--- src/rtl/pipeline_branch_sequencer_if.sv ---
// Decode-side bundle between the pipeline controller and the branch sequencer.
// The controller side uses master; the sequencer uses slave.
interface pipeline_branch_sequencer_if #(
  parameter int COUNT_WIDTH = 32
);
  logic                   jump_start;
  logic                   flush;
  logic                   ex_mem_read;
  logic [4:0]             ex_rd;
  logic [4:0]             id_rs1;
  logic [4:0]             id_rs2;
  logic                   id_uses_rs1;
  logic                   id_uses_rs2;
  logic                   data_mem_wait;
  logic [1:0]             branch_status;
  logic                   want_stall;
  logic                   fetch_squash;
  logic [COUNT_WIDTH-1:0] stall_cycles;

  modport master (
    output jump_start, flush, ex_mem_read, ex_rd, id_rs1, id_rs2,
           id_uses_rs1, id_uses_rs2, data_mem_wait,
    input  branch_status, want_stall, fetch_squash, stall_cycles
  );

  modport slave (
    input  jump_start, flush, ex_mem_read, ex_rd, id_rs1, id_rs2,
           id_uses_rs1, id_uses_rs2, data_mem_wait,
    output branch_status, want_stall, fetch_squash, stall_cycles
  );
endinterface

--- src/rtl/pipeline_branch_sequencer.sv ---
// Steps a control-flow instruction through WAIT/REDIRECT, raises load-use and
// memory-wait stalls in IDLE, and keeps a saturating stall-cycle counter.
module pipeline_branch_sequencer #(
  parameter int JUMP_LATENCY = 2,
  parameter int COUNT_WIDTH  = 32
) (
  input  logic                          i_clock,
  input  logic                          i_reset,
  pipeline_branch_sequencer_if.slave    bus
);

  // State encoding doubles as branch_status: bit0 = PC update, bit1 = decode advance.
  typedef enum logic [1:0] {
    S_IDLE     = 2'b00,
    S_WAIT     = 2'b10,
    S_REDIRECT = 2'b01
  } state_t;

  localparam logic [3:0] LP_LOAD = 4'(JUMP_LATENCY - 1);

  state_t                 r_state;
  logic [3:0]             r_cnt;
  logic                   r_fetch_squash;
  logic [COUNT_WIDTH-1:0] r_stall_cycles;

  logic w_hazard;
  logic w_want_stall;

  assign w_hazard = bus.ex_mem_read && (bus.ex_rd != 5'd0) &&
                    ((bus.id_uses_rs1 && (bus.id_rs1 == bus.ex_rd)) ||
                     (bus.id_uses_rs2 && (bus.id_rs2 == bus.ex_rd)));

  // Stalling mid-sequence would let the controller override break the redirect.
  assign w_want_stall = (r_state == S_IDLE) && !i_reset &&
                        (w_hazard || bus.data_mem_wait);

  always_ff @(posedge i_clock) begin
    if (i_reset) begin
      r_state        <= S_IDLE;
      r_cnt          <= 4'd0;
      r_fetch_squash <= 1'b0;
      r_stall_cycles <= '0;
    end else begin
      if (w_want_stall && (r_stall_cycles != {COUNT_WIDTH{1'b1}})) begin
        r_stall_cycles <= r_stall_cycles + 1'b1;
      end

      if (bus.flush) begin
        r_state        <= S_IDLE;
        r_cnt          <= 4'd0;
        r_fetch_squash <= 1'b0;
      end else begin
        case (r_state)
          S_IDLE: begin
            if (bus.jump_start) begin
              r_state        <= S_WAIT;
              r_cnt          <= LP_LOAD;
              r_fetch_squash <= 1'b1;
            end
          end
          S_WAIT: begin
            if (r_cnt == 4'd0) begin
              r_state <= S_REDIRECT;
            end else begin
              r_cnt <= r_cnt - 4'd1;
            end
          end
          S_REDIRECT: begin
            r_state        <= S_IDLE;
            r_fetch_squash <= 1'b0;
          end
          default: begin
            r_state        <= S_IDLE;
            r_cnt          <= 4'd0;
            r_fetch_squash <= 1'b0;
          end
        endcase
      end
    end
  end

  assign bus.branch_status = r_state;
  assign bus.fetch_squash  = r_fetch_squash;
  assign bus.want_stall    = w_want_stall;
  assign bus.stall_cycles  = r_stall_cycles;

endmodule

--- src/flat_wrapper.sv ---
// flat-port wrapper written by rule: the top's interface ports become plain ports
module pipeline_branch_sequencer_flat 
#(
  parameter int JUMP_LATENCY = 2,
  parameter int COUNT_WIDTH  = 32
)
  (i_clock, i_reset, bus_jump_start, bus_flush, bus_ex_mem_read, bus_ex_rd, bus_id_rs1, bus_id_rs2, bus_id_uses_rs1, bus_id_uses_rs2, bus_data_mem_wait, bus_branch_status, bus_want_stall, bus_fetch_squash, bus_stall_cycles);
  pipeline_branch_sequencer_if #(.COUNT_WIDTH(COUNT_WIDTH)) bus_i ();
  input  logic i_clock;
  input  logic i_reset;
  input wire logic [$bits(bus_i.jump_start)-1:0] bus_jump_start;
  input wire logic [$bits(bus_i.flush)-1:0] bus_flush;
  input wire logic [$bits(bus_i.ex_mem_read)-1:0] bus_ex_mem_read;
  input wire logic [$bits(bus_i.ex_rd)-1:0] bus_ex_rd;
  input wire logic [$bits(bus_i.id_rs1)-1:0] bus_id_rs1;
  input wire logic [$bits(bus_i.id_rs2)-1:0] bus_id_rs2;
  input wire logic [$bits(bus_i.id_uses_rs1)-1:0] bus_id_uses_rs1;
  input wire logic [$bits(bus_i.id_uses_rs2)-1:0] bus_id_uses_rs2;
  input wire logic [$bits(bus_i.data_mem_wait)-1:0] bus_data_mem_wait;
  output wire logic [$bits(bus_i.branch_status)-1:0] bus_branch_status;
  output wire logic [$bits(bus_i.want_stall)-1:0] bus_want_stall;
  output wire logic [$bits(bus_i.fetch_squash)-1:0] bus_fetch_squash;
  output wire logic [$bits(bus_i.stall_cycles)-1:0] bus_stall_cycles;
  assign bus_i.jump_start = bus_jump_start;
  assign bus_i.flush = bus_flush;
  assign bus_i.ex_mem_read = bus_ex_mem_read;
  assign bus_i.ex_rd = bus_ex_rd;
  assign bus_i.id_rs1 = bus_id_rs1;
  assign bus_i.id_rs2 = bus_id_rs2;
  assign bus_i.id_uses_rs1 = bus_id_uses_rs1;
  assign bus_i.id_uses_rs2 = bus_id_uses_rs2;
  assign bus_i.data_mem_wait = bus_data_mem_wait;
  assign bus_branch_status = bus_i.branch_status;
  assign bus_want_stall = bus_i.want_stall;
  assign bus_fetch_squash = bus_i.fetch_squash;
  assign bus_stall_cycles = bus_i.stall_cycles;
  pipeline_branch_sequencer #(.JUMP_LATENCY(JUMP_LATENCY), .COUNT_WIDTH(COUNT_WIDTH)) u_core (.i_clock(i_clock), .i_reset(i_reset), .bus(bus_i));
endmodule
--- config.mk ---
export PLATFORM = sky130hd
export DESIGN_NAME = pipeline_branch_sequencer_flat
export DESIGN_NICKNAME = d
export VERILOG_FILES = /design/src/rtl/pipeline_branch_sequencer_if.sv /design/src/rtl/pipeline_branch_sequencer.sv /design/src/flat_wrapper.sv
export SDC_FILE = /design/constraint.sdc
export NUM_CORES = 1
export LEC_CHECK = 0
export CAP_MARGIN = 20
export CORE_AREA = 2 2 71 73
export DETAILED_ROUTE_END_ITERATION = 7
export DIE_AREA = 0 0 73 75
export GPL_ROUTABILITY_DRIVEN = 0
export MAX_ROUTING_LAYER = met4
export PLACE_DENSITY = 0.75
export SKIP_CTS_REPAIR_TIMING = 1
export SYNTH_ARGS = -nofsm -noshare
export SYNTH_HDL_FRONTEND = slang
export SYNTH_SLANG_ARGS = --single-unit
--- constraint.sdc ---
create_clock -name i_clock -period 2.8 [get_ports i_clock]
set_input_delay 0.28 -clock i_clock [delete_from_list [all_inputs] [get_ports i_clock]]
set_output_delay 0.28 -clock i_clock [all_outputs]
set_load 0.01 [all_outputs]
### After elaboration in Yosys (flattened, before gate mapping)

Index checks and enable logic that the tools add are counted.

* word-level logic and storage cells: 41
* input port bits: 23
* flip-flop bits (word level): 39
* output and inout port bits: 36

* bitwise operators: 2
* reduce and logical (&&, ||, !) cells: 17
* equality and inequality tests: 8
* muxes and demuxes: 8
* add/subtract/negate cells: 2

Operator list (number)
* $add A32 B1 Y32 const B: 1
* $ne A32 B32 Y1 const B: 1
* $pmux W4 S3: 1
* $eq A5 B5 Y1: 2
* $mux W4: 2
* $logic_and A1 B1 Y1: 7
* $reduce_bool A5 Y1: 1
* $logic_not A4 Y1: 1
* $mux W2: 2
* $ne A2 B2 Y1 const B: 2
* $pmux W2 S2: 1
* $reduce_and A2 Y1: 2
* $sub A4 B1 Y4 const B: 1
* $reduce_and A3 Y1: 1
* $eq A2 B1 Y1 const B: 1
* $eq A2 B2 Y1 const B: 1
* $logic_not A2 Y1: 1
* $logic_or A1 B1 Y1: 2
* $ne A2 B1 Y1 const B: 1
* $not A1 Y1: 2
* $pmux W1 S2: 1
* $reduce_or A2 Y1: 1
* $logic_not A1 Y1: 1
* $mux W1: 1

### Depth between registers and ports, before layout

* depth in word-level cells: 7
* gate-level depth with buffers: 8
* gate-level depth less buffers: 7

### Least setup slack after synthesis

OpenSTA, ideal clock, no wires.

* kind: register to register
* from: register u_core.r_stall_cycles[0], in the netlist u_core.bus.stall_cycles[0]
* to: register u_core.r_stall_cycles[19], in the netlist u_core.bus.stall_cycles[19]
* setup time: 0.121 ns
* data required time: 2.679 ns
* slack: 0.866 ns
* arrival: 1.813 ns
* period minus slack after synthesis: 1.934 ns
* cell stages (with the launch flop): 8
* path buffers: 0
* cell sequence: dfxtp_1 > ha_1 > and2_1 > and4_1 > nand3_1 > nand4_2 > nor4_1 > mux2_2

* cells in the longest elaborated chain, start to end: 2
* elaborated cells between the ends (all ways): 3
* classes of those cells: 1 x add/sub; 1 x eq/ne; 1 x reduce/logical

RTL lines
* start, declared: RTL line pipeline_branch_sequencer.sv:24 `logic [COUNT_WIDTH-1:0] r_stall_cycles;`
* start signal, assigned: RTL line pipeline_branch_sequencer.sv:45 `r_stall_cycles <= r_stall_cycles + 1'b1;`
* parallel branches: the longest is 2 deep, another holds $add A32 B1 Y32

Several ways; the timed one is not identified.
A chain may end at the register's enable or synchronous reset.

### Worst setup path after layout

* from: input port bus_ex_rd[3]
* to: output port bus_want_stall

* cells in the longest elaborated chain, start to end: 6
* elaborated cells between the ends (all ways): 10
* classes of those cells: 2 x eq/ne; 8 x reduce/logical

RTL lines
* start, declared: RTL line flat_wrapper.sv:14 `input wire logic [$bits(bus_i.ex_rd)-1:0] bus_ex_rd;`
* $eq A5 B5 Y1, on equally long branches: RTL line pipeline_branch_sequencer.sv:30, pipeline_branch_sequencer.sv:31
* $logic_and A1 B1 Y1, on equally long branches: RTL line pipeline_branch_sequencer.sv:30, pipeline_branch_sequencer.sv:31
* $logic_or A1 B1 Y1: RTL line pipeline_branch_sequencer.sv:30 `((bus.id_uses_rs1 && (bus.id_rs1 == bus.ex_rd)) ||`
* $logic_and A1 B1 Y1 (*): RTL line pipeline_branch_sequencer.sv:29 `assign w_hazard = bus.ex_mem_read && (bus.ex_rd != 5'd0) &&`
* $logic_or A1 B1 Y1 (*): RTL line pipeline_branch_sequencer.sv:35 `(w_hazard || bus.data_mem_wait);`
* $logic_and A1 B1 Y1 (*): RTL line pipeline_branch_sequencer.sv:34 `assign w_want_stall = (r_state == S_IDLE) && !i_reset &&`
* end, declared: RTL line flat_wrapper.sv:21 `output wire logic [$bits(bus_i.want_stall)-1:0] bus_want_stall;`

Every way passes the cells marked *; elsewhere a longest branch is shown, timed or not.

==> summary.txt <==
Post-synthesis adder-cell area fraction - 1.21%
Worst Path Arrival - 2.26 ns
Height of the die - 75 um
Reg2reg start - u_core.bus.stall_cycles[0]
Critical setup path kind - input port to primary output
Period Utilization, post-route - 90.6%
Vias/cell - 5.62
Slew of the pin with the lowest slew margin - 0.441 ns
Global-route wire length before repair - 7940 um
DR vias - 2058
Setup crit start - bus_ex_rd[3]
Ys async rst share - 0%
Nets@finish - 337
Clock sink total - 39
CTS tree - built
Grt ovf - 0
Commonest non-fill, non-tap cell in the layout - clkdlybuf4s50_1
Clock root buffer - clkbuf_8
Status - complete, no violations
Total track usage - 18.9%
Main combinational cell family by area after synthesis - simple AND/OR/NAND/NOR gates
Die Width - 73 um
Fmax - 394 MHz
Critical Path Start Type - input port
Drt pass-1 iters - 4
Port bufs - 58
Pins Over Slew Limit - 0
Number of global-route vias before repair - 1786
Commonest cells after routing, fill and taps aside - clkdlybuf4s50_1, dfxtp_1, a21oi_1, nand2_1, o21ai_0
Average size of a mapped cell - 8.26 um2
Simple-Gate Fraction of Synth Area - 29.9%
Synth unique cells - 44
Normalized max-slew margin - 70.5%
Clock Skews - 0.00535 ns
Final min period - 2.54 ns
Largest net degree at the start of global routing - 39
Yosys reg bits - 39
Dpl hpwl - 3620 um
Final hold vios - 0
Main flop type after synthesis - dfxtp_1
Reg2reg setup slack - 0.65 ns
Num ports - 59
DR iter-0 viols - 78
Fin Setup TNS - 0 ns
Die ar. - 5480 um2
Fillcell total - 433
CTS H-tree depth - 2
Critical path endpoint category - primary output
DRT Wirelength - 4960 um
MaxCap Viol Count - 0
Num CTS Buffers - 5
Area grow syn2layout - 35.6%
Synthesized instance count - 251
Leak - 0.897 nW
Core area - 4660 um2
Initial antenna violation count - 0
CP endpoint - bus_want_stall
Ant diodes - 0
Mux contribution to synthesized area - 2.59%
Final Power - 1.07 mW
Post-Syn Area - 2070 um2
Post-Synth XOR/XNOR Area - 5.07%
Reg clk slew, reported paths - 0.07 ns
CTS Buffer Depth - 2
Endpoints failing setup - 0
PD cells - 381 nW/um2
Crit-path max FO - 4
Internal Dissipation - 0.816 mW
Residual DRC - 0
Seq/Total Area, Yosys - 37.6%
Maximum vdd drop - 0.000237 V
Effective utilization at floorplan - 44.5%
Clock Latency Late Sink - 0.29 ns
Rows - 25
Combinational Power Share - 10.6%
Post-Syn Nets - 276
RSZ-0062 raised after global routing - false
Net Sw Frac - 23.9%
R2R depth - 8
Reg2reg end - u_core.bus.stall_cycles[18]
ANT nets after route - 0
Seq pwr share - 52.7%
Post-synth EDFFs - 0
Clk pwr share - 36.7%
Synth Area in Compound Gates - 19.6%
Average wire per cell in the routed design - 13.5 um
Hold WC Path Type - flip-flop to flip-flop
NetSw - 0.257 mW
Synth warn - 0
Worst Path Required - 2.52 ns
Share of cells above drive strength 1 - 8.01%
-- worst max-delay path: stages --
cell and delay, ns:
clkdlybuf4s50_1 0.53, or4_1 0.15, o21ai_2 0.07, a2111oi_4 0.43, nand2_1 0.14, inv_1 0.11
clkdlybuf4s50_1 0.54
-- per-layer routing --
metal | GRT usage, % | routed length (um)
met1 | 23.7 | 2310
met2 | 29.6 | 2340
met3 | 4.95 | 230
met4 | 6.38 | 67
met5 | - | 0
-- registers in the layout (all words and copies together), names as in the netlist --
register	flops
u_core.bus.stall_cycles	32
u_core.bus.fetch_squash	1
u_core.bus.branch_status	2
u_core.r_cnt	4
-- area by class of cell --
type,count,area [um2],share of cell area [%]
clock buffer,6,82.6,2.94
clock inverter,1,5.00,0.178
inverter,11,41.3,1.47
multi-input combinational,191,1210,43.0
sequential,39,781,27.8
tap,54,67.6,2.40
timing repair buffer,64,626,22.2
-- power by group through the flow --
| stage | registers (mW) | clock network [mW] | logic (mW) |
|---|---|---|---|
| finish | 0.565 | 0.394 | 0.114 |
| global route | 0.566 | 0.420 | 0.126 |
| CTS | 0.565 | 0.402 | 0.115 |
| detailed placement | 0.578 | 0 | 0.115 |
| global placement | 0.578 | 0 | 0.113 |
| floorplan | 0.579 | 0 | 0.0560 |
-- worst min path at each step --
stage	startpoint	to	slack (ns)	cells past startpoint
floorplan	bus_flush	u_core.bus.branch_status[0]	0.36	1
global placement	u_core.r_cnt[3]	u_core.r_cnt[3]	0.47	2
detailed placement	u_core.r_cnt[3]	u_core.r_cnt[3]	0.49	2
CTS	u_core.r_cnt[0]	u_core.r_cnt[0]	0.50	2
global route	u_core.r_cnt[0]	u_core.r_cnt[0]	0.52	2
finish	u_core.r_cnt[3]	u_core.r_cnt[3]	0.49	2
-- cells in the mapped netlist (2+ instances only) --
| cell type | instances | area [um2] |
|---|---|---|
| o31ai_1 | 8 | 60.1 |
| buf_2 | 3 | 15.0 |
| or3_1 | 13 | 81.3 |
| nand3_1 | 10 | 50.1 |
| or2_2 | 2 | 12.5 |
| or4_1 | 9 | 67.6 |
| and3_1 | 6 | 37.5 |
| mux2_2 | 3 | 33.8 |
| clkbuf_1 | 6 | 22.5 |
| nand2b_1 | 3 | 18.8 |
| xnor2_1 | 11 | 96.3 |
| dfxtp_1 | 39 | 781 |
| nor4_1 | 3 | 18.8 |
| nor2b_1 | 3 | 18.8 |
| a21oi_1 | 28 | 140 |
| o21ai_0 | 17 | 85.1 |
| ha_1 | 2 | 25.0 |
| and2_1 | 2 | 12.5 |
| or4b_2 | 2 | 20.0 |
| nand4_1 | 9 | 56.3 |
| mux2i_1 | 2 | 20.0 |
| and4_1 | 5 | 43.8 |
| nor2_1 | 13 | 48.8 |
| nand2_1 | 17 | 63.8 |
| inv_1 | 11 | 41.3 |
| nor3_1 | 6 | 30.0 |
-- cell families (layout without fill, tap and decap cells) --
| kind of cell | Yosys count | count (layout) |
|---|---|---|
| simple gates | 107 | 107 |
| compound gates | 65 | 65 |
| flops | 39 | 39 |
| buf+inv | 21 | 82 |
| xor+xnor | 12 | 12 |
| mux | 5 | 5 |
| fa+ha+maj | 2 | 2 |
-- per-stage QoR --
stage               area, um2  instances  hold WS [ns]  utilization, %  setup WS (ns)
finish                   2810        366         0.495            60.3          0.263
global route             2810        366         0.518            60.3          0.104
detailed placement       2730        359         0.491            58.5          0.252
floorplan                2070        251         0.357               -          0.866
CTS                      2810        366         0.502            60.3          0.242
global placement         2730        359         0.474            58.5          0.268
Power figures use the tool's default switching activity.
